File: src/rtl/ssd_pkg.sv
// Shared definitions for the seven-segment bus reader.
// Holds the active-low segment patterns for each decimal digit and for a
// blank position, the digit-select encodings and the reader FSM state type.
package ssd_pkg;

   // Active-low segment patterns, bit6=g ... bit0=a
   localparam logic [6:0] SEG_0     = 7'b1000000;
   localparam logic [6:0] SEG_1     = 7'b1111001;
   localparam logic [6:0] SEG_2     = 7'b0100100;
   localparam logic [6:0] SEG_3     = 7'b0110000;
   localparam logic [6:0] SEG_4     = 7'b0011001;
   localparam logic [6:0] SEG_5     = 7'b0010010;
   localparam logic [6:0] SEG_6     = 7'b0000010;
   localparam logic [6:0] SEG_7     = 7'b1111000;
   localparam logic [6:0] SEG_8     = 7'b0000000;
   localparam logic [6:0] SEG_9     = 7'b0011000;
   localparam logic [6:0] SEG_BLANK = 7'b1111111;

   localparam logic [1:0] SEL_TENS  = 2'b10;
   localparam logic [1:0] SEL_UNITS = 2'b01;

   typedef enum logic [1:0] {
      WAIT_TENS  = 2'd0,
      WAIT_UNITS = 2'd1,
      PRESENT    = 2'd2
   } state_t;

endpackage

File: src/rtl/ssd_reader_if.sv
// Bus bundle between a seven-segment display source and the reader.
//   seg_in    : active-low segment lines (bit6=g ... bit0=a)
//   digit_sel : one-hot digit select (10 = tens, 01 = units)
//   out_value : decoded two-digit value 0..99
//   out_valid : out_value holds an unconsumed result
//   out_ready : consumer accepts out_value
//   out_error : one-cycle pulse on an accepted illegal pattern
// master = display source / consumer side, slave = reader.
interface ssd_reader_if;
   logic [6:0] seg_in;
   logic [1:0] digit_sel;
   logic [6:0] out_value;
   logic       out_valid;
   logic       out_ready;
   logic       out_error;

   modport master (
      output seg_in, digit_sel, out_ready,
      input  out_value, out_valid, out_error
   );

   modport slave (
      input  seg_in, digit_sel, out_ready,
      output out_value, out_valid, out_error
   );
endinterface

File: src/rtl/ssd_pattern_decode.sv
// Combinational decode of one active-low seven-segment pattern.
//   seg   : 7-bit active-low pattern
//   digit : decoded digit 0..9 (0 for blank or illegal patterns)
//   legal : pattern is one of the ten digit shapes
//   blank : pattern is all segments off
module ssd_pattern_decode
   import ssd_pkg::*;
(
   input  logic [6:0] seg,
   output logic [3:0] digit,
   output logic       legal,
   output logic       blank
);

   always_comb begin
      digit = 4'd0;
      legal = 1'b1;
      blank = 1'b0;
      case (seg)
         SEG_0:     digit = 4'd0;
         SEG_1:     digit = 4'd1;
         SEG_2:     digit = 4'd2;
         SEG_3:     digit = 4'd3;
         SEG_4:     digit = 4'd4;
         SEG_5:     digit = 4'd5;
         SEG_6:     digit = 4'd6;
         SEG_7:     digit = 4'd7;
         SEG_8:     digit = 4'd8;
         SEG_9:     digit = 4'd9;
         SEG_BLANK: begin
            legal = 1'b0;
            blank = 1'b1;
         end
         default:   legal = 1'b0;
      endcase
   end

endmodule

File: src/rtl/ssd_reader.sv
// Reader for a time-multiplexed two-digit seven-segment display bus.
// Filters each digit for stability, decodes it and presents tens*10+units
// through a valid/ready handshake.
//   clk : rising-edge clock
//   rst : synchronous active-high reset
//   bus : ssd_reader_if slave (segment/select inputs, result handshake)
//
// state      | meaning
// -----------+-------------------------------------------------
// WAIT_TENS  | no tens digit held, waiting for a tens acceptance
// WAIT_UNITS | tens digit latched, waiting for a units acceptance
// PRESENT    | result valid, waiting for the consumer handshake
module ssd_reader
   import ssd_pkg::*;
#(
   parameter int unsigned STABLE_CYCLES = 4
) (
   input  logic         clk,
   input  logic         rst,
   ssd_reader_if.slave  bus
);

   localparam logic [3:0] STABLE = 4'(STABLE_CYCLES);

   state_t     state;
   logic [8:0] sample;
   logic [8:0] prev_sample;
   logic [3:0] run_cnt;
   logic [3:0] run_next;
   logic       sel_ok;
   logic       is_tens;
   logic       accept;
   logic [3:0] digit;
   logic       legal;
   logic       blank;
   logic       pat_ok;
   logic [3:0] tens_q;
   logic [6:0] tens_w;
   logic [6:0] sum;
   logic [6:0] value_q;
   logic       valid_q;
   logic       error_q;

   ssd_pattern_decode u_decode (
      .seg   (bus.seg_in),
      .digit (digit),
      .legal (legal),
      .blank (blank)
   );

   assign sample  = {bus.digit_sel, bus.seg_in};
   assign sel_ok  = (bus.digit_sel == SEL_TENS) || (bus.digit_sel == SEL_UNITS);
   assign is_tens = (bus.digit_sel == SEL_TENS);
   // Blank is only a valid shape in the tens position, where it reads as 0
   assign pat_ok  = legal || (blank && is_tens);

   always_comb begin
      run_next = 4'd0;
      if (sel_ok) begin
         if (sample != prev_sample)
            run_next = 4'd1;
         else if (run_cnt < STABLE)
            run_next = run_cnt + 4'd1;
         else
            run_next = run_cnt;
      end
   end

   // Strobe only on the edge the count arrives at STABLE, so a held
   // pattern is accepted once and never again while it stays unchanged.
   assign accept = (run_next == STABLE) && (run_cnt != STABLE);

   assign tens_w = {3'b000, tens_q};
   assign sum    = (tens_w << 3) + (tens_w << 1) + {3'b000, digit};

   always_ff @(posedge clk) begin
      if (rst) begin
         state       <= WAIT_TENS;
         prev_sample <= '0;
         run_cnt     <= '0;
         tens_q      <= '0;
         value_q     <= '0;
         valid_q     <= 1'b0;
         error_q     <= 1'b0;
      end else begin
         prev_sample <= sample;
         run_cnt     <= run_next;
         error_q     <= 1'b0;
         case (state)
            WAIT_TENS: begin
               if (accept) begin
                  if (!pat_ok) begin
                     error_q <= 1'b1;
                     tens_q  <= '0;
                  end else if (is_tens) begin
                     tens_q <= digit;
                     state  <= WAIT_UNITS;
                  end
               end
            end
            WAIT_UNITS: begin
               if (accept) begin
                  if (!pat_ok) begin
                     error_q <= 1'b1;
                     tens_q  <= '0;
                     state   <= WAIT_TENS;
                  end else if (is_tens) begin
                     tens_q <= digit;
                  end else begin
                     value_q <= sum;
                     valid_q <= 1'b1;
                     state   <= PRESENT;
                  end
               end
            end
            PRESENT: begin
               if (valid_q && bus.out_ready) begin
                  valid_q <= 1'b0;
                  state   <= WAIT_TENS;
               end
            end
            default: state <= WAIT_TENS;
         endcase
      end
   end

   assign bus.out_value = value_q;
   assign bus.out_valid = valid_q;
   assign bus.out_error = error_q;

endmodule
File: src/flat_wrapper.sv
// flat-port wrapper written by rule: the top's interface ports become plain ports
module ssd_reader_flat import ssd_pkg::*;
#(
   parameter int unsigned STABLE_CYCLES = 4
)
  (clk, rst, bus_seg_in, bus_digit_sel, bus_out_ready, bus_out_value, bus_out_valid, bus_out_error);
  ssd_reader_if bus_i ();
  input  logic clk;
  input  logic rst;
  input wire logic [$bits(bus_i.seg_in)-1:0] bus_seg_in;
  input wire logic [$bits(bus_i.digit_sel)-1:0] bus_digit_sel;
  input wire logic [$bits(bus_i.out_ready)-1:0] bus_out_ready;
  output wire logic [$bits(bus_i.out_value)-1:0] bus_out_value;
  output wire logic [$bits(bus_i.out_valid)-1:0] bus_out_valid;
  output wire logic [$bits(bus_i.out_error)-1:0] bus_out_error;
  assign bus_i.seg_in = bus_seg_in;
  assign bus_i.digit_sel = bus_digit_sel;
  assign bus_i.out_ready = bus_out_ready;
  assign bus_out_value = bus_i.out_value;
  assign bus_out_valid = bus_i.out_valid;
  assign bus_out_error = bus_i.out_error;
  ssd_reader #(.STABLE_CYCLES(STABLE_CYCLES)) u_core (.clk(clk), .rst(rst), .bus(bus_i));
endmodule
File: config.mk
export PLATFORM = sky130hd
export DESIGN_NAME = ssd_reader_flat
export DESIGN_NICKNAME = d
export VERILOG_FILES = /design/src/rtl/ssd_pkg.sv /design/src/rtl/ssd_reader_if.sv /design/src/rtl/ssd_pattern_decode.sv /design/src/rtl/ssd_reader.sv /design/src/flat_wrapper.sv
export SDC_FILE = /design/constraint.sdc
export NUM_CORES = 1
export LEC_CHECK = 0
export CAP_MARGIN = 20
export CORE_AREA = 2 2 63 65
export CTS_CLUSTER_SIZE = 8
export DETAILED_ROUTE_END_ITERATION = 10
export DIE_AREA = 0 0 65 67
export PLACE_DENSITY = 0.71
export SETUP_SLACK_MARGIN = 0.3
export SLEW_MARGIN = 10
export SYNTH_ARGS = -nofsm -noshare
export SYNTH_HDL_FRONTEND = slang
export SYNTH_SLANG_ARGS = --single-unit
File: constraint.sdc
create_clock -name clk -period 4.8 [get_ports clk]
set_clock_uncertainty 0.15 [all_clocks]
set_input_delay 0.96 -clock clk [delete_from_list [all_inputs] [get_ports clk]]
set_output_delay 0.96 -clock clk [all_outputs]
set_load 0.005 [all_outputs]
======== After elaboration in Yosys (flattened, before gate mapping) ========
Cells that the tools add are included.
storage, ports and cells
  logic and storage cells ................. 77
  output and inout bits ................... 9
  bits in registers ....................... 28
  input bits .............................. 12
cells by class
  multiplexer cells ....................... 22
  reductions and logical operators ........ 15
  add/subtract/negate cells ............... 3
  bitwise operators ....................... 3
  order comparisons ....................... 1
  equal/unequal tests ..................... 26
operator list
  kind                                                 count
  one-hot mux 4 bit (9 select lines)                   1
  == test 7 bit (second input constant)                4
  == test 7 x 5 -> 1 bit (second input constant)       3
  two-way mux 4 bit                                    5
  == test 7 x 6 -> 1 bit (second input constant)       2
  two-way mux 2 bit                                    7
  != test 2 x 1 -> 1 bit (second input constant)       7
  OR reduction 10 bit                                  1
  != test 9 bit                                        1
  adder 7 x 4 -> 7 bit                                 1
  adder 7 x 5 -> 7 bit                                 1
  == test 7 x 2 -> 1 bit (second input constant)       1
  zero test 7 bit                                      1
  two-way mux 1 bit                                    7
  one-hot mux 2 bit (3 select lines)                   1
  AND reduction 6 bit                                  1
  AND reduction 5 bit                                  1
  adder 4 x 1 -> 4 bit (second input constant)         1
  == test 2 x 1 -> 1 bit (second input constant)       2
  == test 2 bit (second input constant)                2
  == test 4 x 3 -> 1 bit (second input constant)       1
  < comparator 4 x 3 -> 1 bit (second input constant)  1
  != test 4 x 3 -> 1 bit (second input constant)       1
  AND reduction 4 bit                                  1
  11 further kinds                                     16

======== Logic depth before layout (Yosys ltp) ========
  word-level depth ........................ 8
  mapped depth ............................ 14
  depth with buffers taken out ............ 13

======== Hierarchy ========
Synthesis repeated with hierarchy kept, for this count alone.
second synthesis, totals
  cell total of the unflattened synthesis .. 188
  area total of the unflattened synthesis .. 1754.2 µm²
modules (own cells, without submodules)
  module              area an instance (µm²)  cells an instance  instances  seq. area each (µm²)
  ssd_reader          1483.9                  147                1          560.5
  ssd_pattern_decode  270.3                   41                 1          0.0

======== Least setup slack after synthesis ========
No wires, ideal clock.
  path type ............................... input port to flip-flop
  start ................................... input bus_seg_in[0]
  end ..................................... register u_core.value_q[6] (netlist: u_core.bus.out_value[6])
  setup time .............................. 128 ps
  arrival ................................. 3221 ps
  cell stages on the path ................. 12
  required time ........................... 4522 ps
  buffers on the path ..................... 1
  slack ................................... 1301 ps
  cells stage by stage .................... buf_2 -> or3_4 -> nor3_1 -> inv_1 -> fa_1 -> fa_1 -> inv_1 -> a21o_1 -> a21oi_1 -> xnor2_1 -> mux2i_1 -> nor2_1
on the way
  word-level cells in the longest chain between the ends .. 6
  elaborated cells on any way between the ends .. 24
  those cells by class .................... add/sub: 1; eq/ne: 12; mux: 5; reduce/logical: 6
RTL lines
  item                                                                          RTL line            RTL
  start, declared                                                               flat_wrapper.sv:10  input wire logic [$bits(bus_i.seg_in)-1:0] bus_seg_in;
  parallel branches: the longest is 6 deep, another holds adder 7 x 4 -> 7 bit  --
  end signal, assigned                                                          ssd_reader.sv:110   value_q <= sum;
  end, declared                                                                 ssd_reader.sv:40    logic [6:0] value_q;
Several ways; the timed one is not identified.
A chain may end at the register's enable or synchronous reset.

======== Worst setup path in the final report ========
Same ends and word-level chain as after synthesis.

==> qor.txt <==
==================================================================================================
Critical path arrival                                                                      3.84 ns
Number of top-level pins                                                                        21
Slowest stage delay, CP                                                                    0.56 ns
Post-cts gate resize count                                                                       0
Register bit total from synthesis                                                               28
Number of global-route vias before repair                                                     1301
Clock buffers created by TritonCTS                                                               3
Clock transition time at the flip-flop clock pins of the worst setup and hold paths        0.09 ns
Critical path data required time                                                           4.78 ns
Crit. End Element                                                                             flop
Sequential fraction of the synthesis area                                                    32.1%
Count of unique library cells instantiated by Yosys                                             44
Number of antenna violations at the first check in global routing                                0
First-pass GRT wire length                                                                 5690 µm
CP delay by family, top                                                                adder cells
Run status                                                                            finished, final reports clean
Share of the core filled with cells in the final layout                                      56.1%
Unrepaired setup endpoints after global routing                                              false
Setup tns final                                                                               0 ns
Final Hold Slack                                                                          0.313 ns
Wirelength per Cell                                                                        11.6 µm
Total half-perimeter wirelength after legalization and detailed placement                  2270 µm
Avg Synthesized Cell Area                                                                 8.91 µm²
Number of synthesized flops with an enable pin                                                   0
Buffers & Inverters on Critical Path                                                             3
Remaining number of nets flagged by the antenna check after routing                              0
Starting density of the core                                                                 48.4%
Cell Pwr Density                                                                        234 mW/mm²
Final #Nets                                                                                    239
Sort of element at the start of the critical path                                       input port
Share of post-route cells with drive strength above 1                                        4.76%
Port Buffers                                                                                    20
Path type of the worst setup path                                                     input port to flop
PnR worst setup slack                                                                     0.949 ns
Slew at the pin closest to its max-slew limit                                             0.948 ns
Total global-route track usage                                                               16.5%
Net count after synthesis                                                                      224
Count of final max-slew check failures                                                           0
Multi-input gate area in the final layout                                              0.00106 mm²
Commonest register cell after synthesis                                               sky130_fd_sc_hd__dfxtp_1
Normalized max-slew margin                                                                   36.6%
Async S/R FF share, synth                                                                       0%
Number of buffers on the longest clock path                                                      2
Area delta synth->final                                                                      15.9%
Cell with the biggest individual delay on the critical path                           sky130_fd_sc_hd__clkdlybuf4s50_1
Number of warnings issued by yosys                                                               0
Total Power                                                                               0.474 mW
Max cap viols                                                                                    0
Minimum period implied by the final worst setup slack                                      3.85 ns
Final-report hold violation count                                                                0
Ratio of routed vias to standard cells                                                        5.24
Netlist area before placement                                                          0.00175 mm²
DRC violations left                                                                              0
Count of filler cells inserted in the layout                                                   347
# rows                                                                                          22
Diode insertion count for antenna repair                                                         0
CTS tree                                                                                      done
Setup slack at placement                                                                  0.635 ns
Count of hold-fix buffers inserted at cts                                                        0
Maximum number of pins on one net before global-route repair                                    27
Hold crit path type                                                                   flop to flop
Overall routed net length                                                                  2990 µm
Area of the core                                                                       0.00361 mm²
Global placer's final weighted congestion                                                    0.846
Largest cells by area after synthesis                                                 sky130_fd_sc_hd__dfxtp_1 32%, sky130_fd_sc_hd__ha_1 10%, sky130_fd_sc_hd__mux2i_1 6.9%, sky130_fd_sc_hd__xor2_1 5.0%, sky130_fd_sc_hd__nor2_1 4.3%
Initial DRT Pass Iterations                                                                      4
Synth Instances                                                                                196
Remaining global-route overflow                                                                  0
Cell at the root of the clock tree                                                    sky130_fd_sc_hd__clkbuf_8
Final setup violation count                                                                      0
Period Utilization, post-route                                                               80.2%
Maximum level of the CTS H-tree                                                                  1
DRC marker count from the first detailed-route iteration                                        49
Die Span X                                                                                   65 µm
Cells along the critical path                                                         clkdlybuf4s50_1 > or3_4 > nor3_1 > inv_1 > fa_1 > fa_1 > inv_1 > a21o_1 > a21oi_1 > xnor2_1 > mux2i_1 > nor2_1
Setup fix buffers added after clock tree synthesis                                               0
Leak pwr                                                                                  0.848 nW
Total number of vias                                                                          1351
Max Fanout on Critical Path                                                                      9
FF/Latch Area                                                                              561 µm²
Sink count of the clock tree                                                                    28
Yosys top cell area share                                                                    32.1%
Max VDD drop                                                                              0.129 mV
Vertical extent of the die                                                                   67 µm
Max Clock Freq                                                                             260 MHz
Die Outline Area                                                                       0.00436 mm²
Worst-skew pair later-pin latency                                                          0.27 ns
Largest area contributor in the synthesized netlist                                   sky130_fd_sc_hd__dfxtp_1
==================================================================================================
-- power by group --
part / switching (mW) / internal (mW) / leakage, nW / total [mW]
Sequential: 0.00244 / 0.237 / 0.228 / 0.239
Clock: 0.0725 / 0.112 / 0.0357 / 0.184
Combinational: 0.0266 / 0.0239 / 0.584 / 0.0505
-- per-layer routing --
layer / global-route usage, % / vias up / routed length (µm)
met1: 21.8 / 625 / 1460
li1: - / 692 / -
met5: 0 / - / 0
met3: 2.03 / 4 / 121
met2: 27.7 / 30 / 1370
met4: 5.59 / 0 / 37
-- placed cells by master (no fill, tap or decap), types with 2 or more instances in the layout --
cell type,instances
sky130_fd_sc_hd__a31oi_1,3
sky130_fd_sc_hd__nor3_1,7
sky130_fd_sc_hd__a21o_1,3
sky130_fd_sc_hd__xnor2_1,6
sky130_fd_sc_hd__clkbuf_8,3
sky130_fd_sc_hd__buf_4,2
sky130_fd_sc_hd__nor2b_1,11
sky130_fd_sc_hd__nand3b_1,2
sky130_fd_sc_hd__xor2_1,10
sky130_fd_sc_hd__dfxtp_1,28
sky130_fd_sc_hd__nor4b_1,2
sky130_fd_sc_hd__a21oi_1,5
sky130_fd_sc_hd__clkdlybuf4s50_1,20
sky130_fd_sc_hd__nor2_1,20
sky130_fd_sc_hd__fa_1,2
sky130_fd_sc_hd__o21a_1,2
sky130_fd_sc_hd__nand4_1,3
sky130_fd_sc_hd__inv_1,16
sky130_fd_sc_hd__nand2_1,8
sky130_fd_sc_hd__nor3b_1,3
sky130_fd_sc_hd__ha_1,14
sky130_fd_sc_hd__nand2b_1,2
sky130_fd_sc_hd__o21ai_0,3
sky130_fd_sc_hd__mux2i_1,12
sky130_fd_sc_hd__a21boi_0,2
sky130_fd_sc_hd__nor4_1,3
-- registers in the layout, indices dropped and copies added (netlist names) --
name	flops
u_core.bus.out_value	7
u_core.tens_q	4
u_core.state	2
u_core.bus.out_valid	1
u_core.prev_sample	9
u_core.run_cnt	4
u_core.bus.out_error	1
-- synth_stat cells, drive strengths merged (2+ instances only) --
cell / number
fa: 2
nor2: 20
nor4: 3
buf: 8
a21o: 3
a31oi: 3
o21a: 2
or2: 2
nor3: 7
clkbuf: 4
dfxtp: 28
nand3b: 2
nand2: 8
nor3b: 4
a21boi: 2
mux2i: 12
nand2b: 2
mux2: 2
xnor2: 6
nor4b: 2
nor2b: 11
xor2: 10
ha: 14
o21ai: 3
nand4: 3
a21oi: 5
inv: 16
-- layout make-up --
class | count | area share [%]
clock inverters | 1 | 1.48
flip-flops and latches | 28 | 27.7
repair buffers | 22 | 10.6
well taps | 48 | 2.97
clock buffers | 3 | 2.04
inverters | 16 | 2.97
multi-input cells | 140 | 52.2
-- path summary, 6_finish.rpt --
kind | startpoint | slack, ns | depth (start not counted) | endpoint
worst max-delay path | bus_seg_in[0] | 0.95 | 12 | u_core.bus.out_value[6]
worst min-delay path | u_core.bus.out_value[3] | 0.31 | 2 | u_core.bus.out_value[3]
worst max register to register | u_core.run_cnt[0] | 1.97 | 9 | u_core.bus.out_value[3]
worst min register to register | u_core.bus.out_value[3] | 0.31 | 2 | u_core.bus.out_value[3]
-- kinds of logic after synthesis --
logic type / after synthesis / synth area share (%)
fa+ha+maj: 16 / 12.3
xor+xnor: 16 / 8.03
mux: 14 / 8.17
compound gates: 26 / 10.6
simple gates: 68 / 21.4
buf+inv: 28 / 7.38
flops: 28 / 32.1
-- through the flow --
stage,instances,cell area [µm²]
after floorplan,196,1750
after global routing,258,2020
final,258,2020
after global placement,254,1950
after detailed placement,254,1950
after CTS,258,2020
-- worst reg2reg max path, cell delays in order (launching register included) --
cell and delay, ns:
sky130_fd_sc_hd__dfxtp_1 0.42, sky130_fd_sc_hd__inv_1 0.06, sky130_fd_sc_hd__ha_1 0.18, sky130_fd_sc_hd__or3b_1 0.38, sky130_fd_sc_hd__a2111oi_2 0.35, sky130_fd_sc_hd__nand2_1 0.13, sky130_fd_sc_hd__nor3_1 0.22, sky130_fd_sc_hd__nand3b_1 0.38
sky130_fd_sc_hd__or2_0 0.33, sky130_fd_sc_hd__a21oi_1 0.14
(Power assumes the default switching activity.)
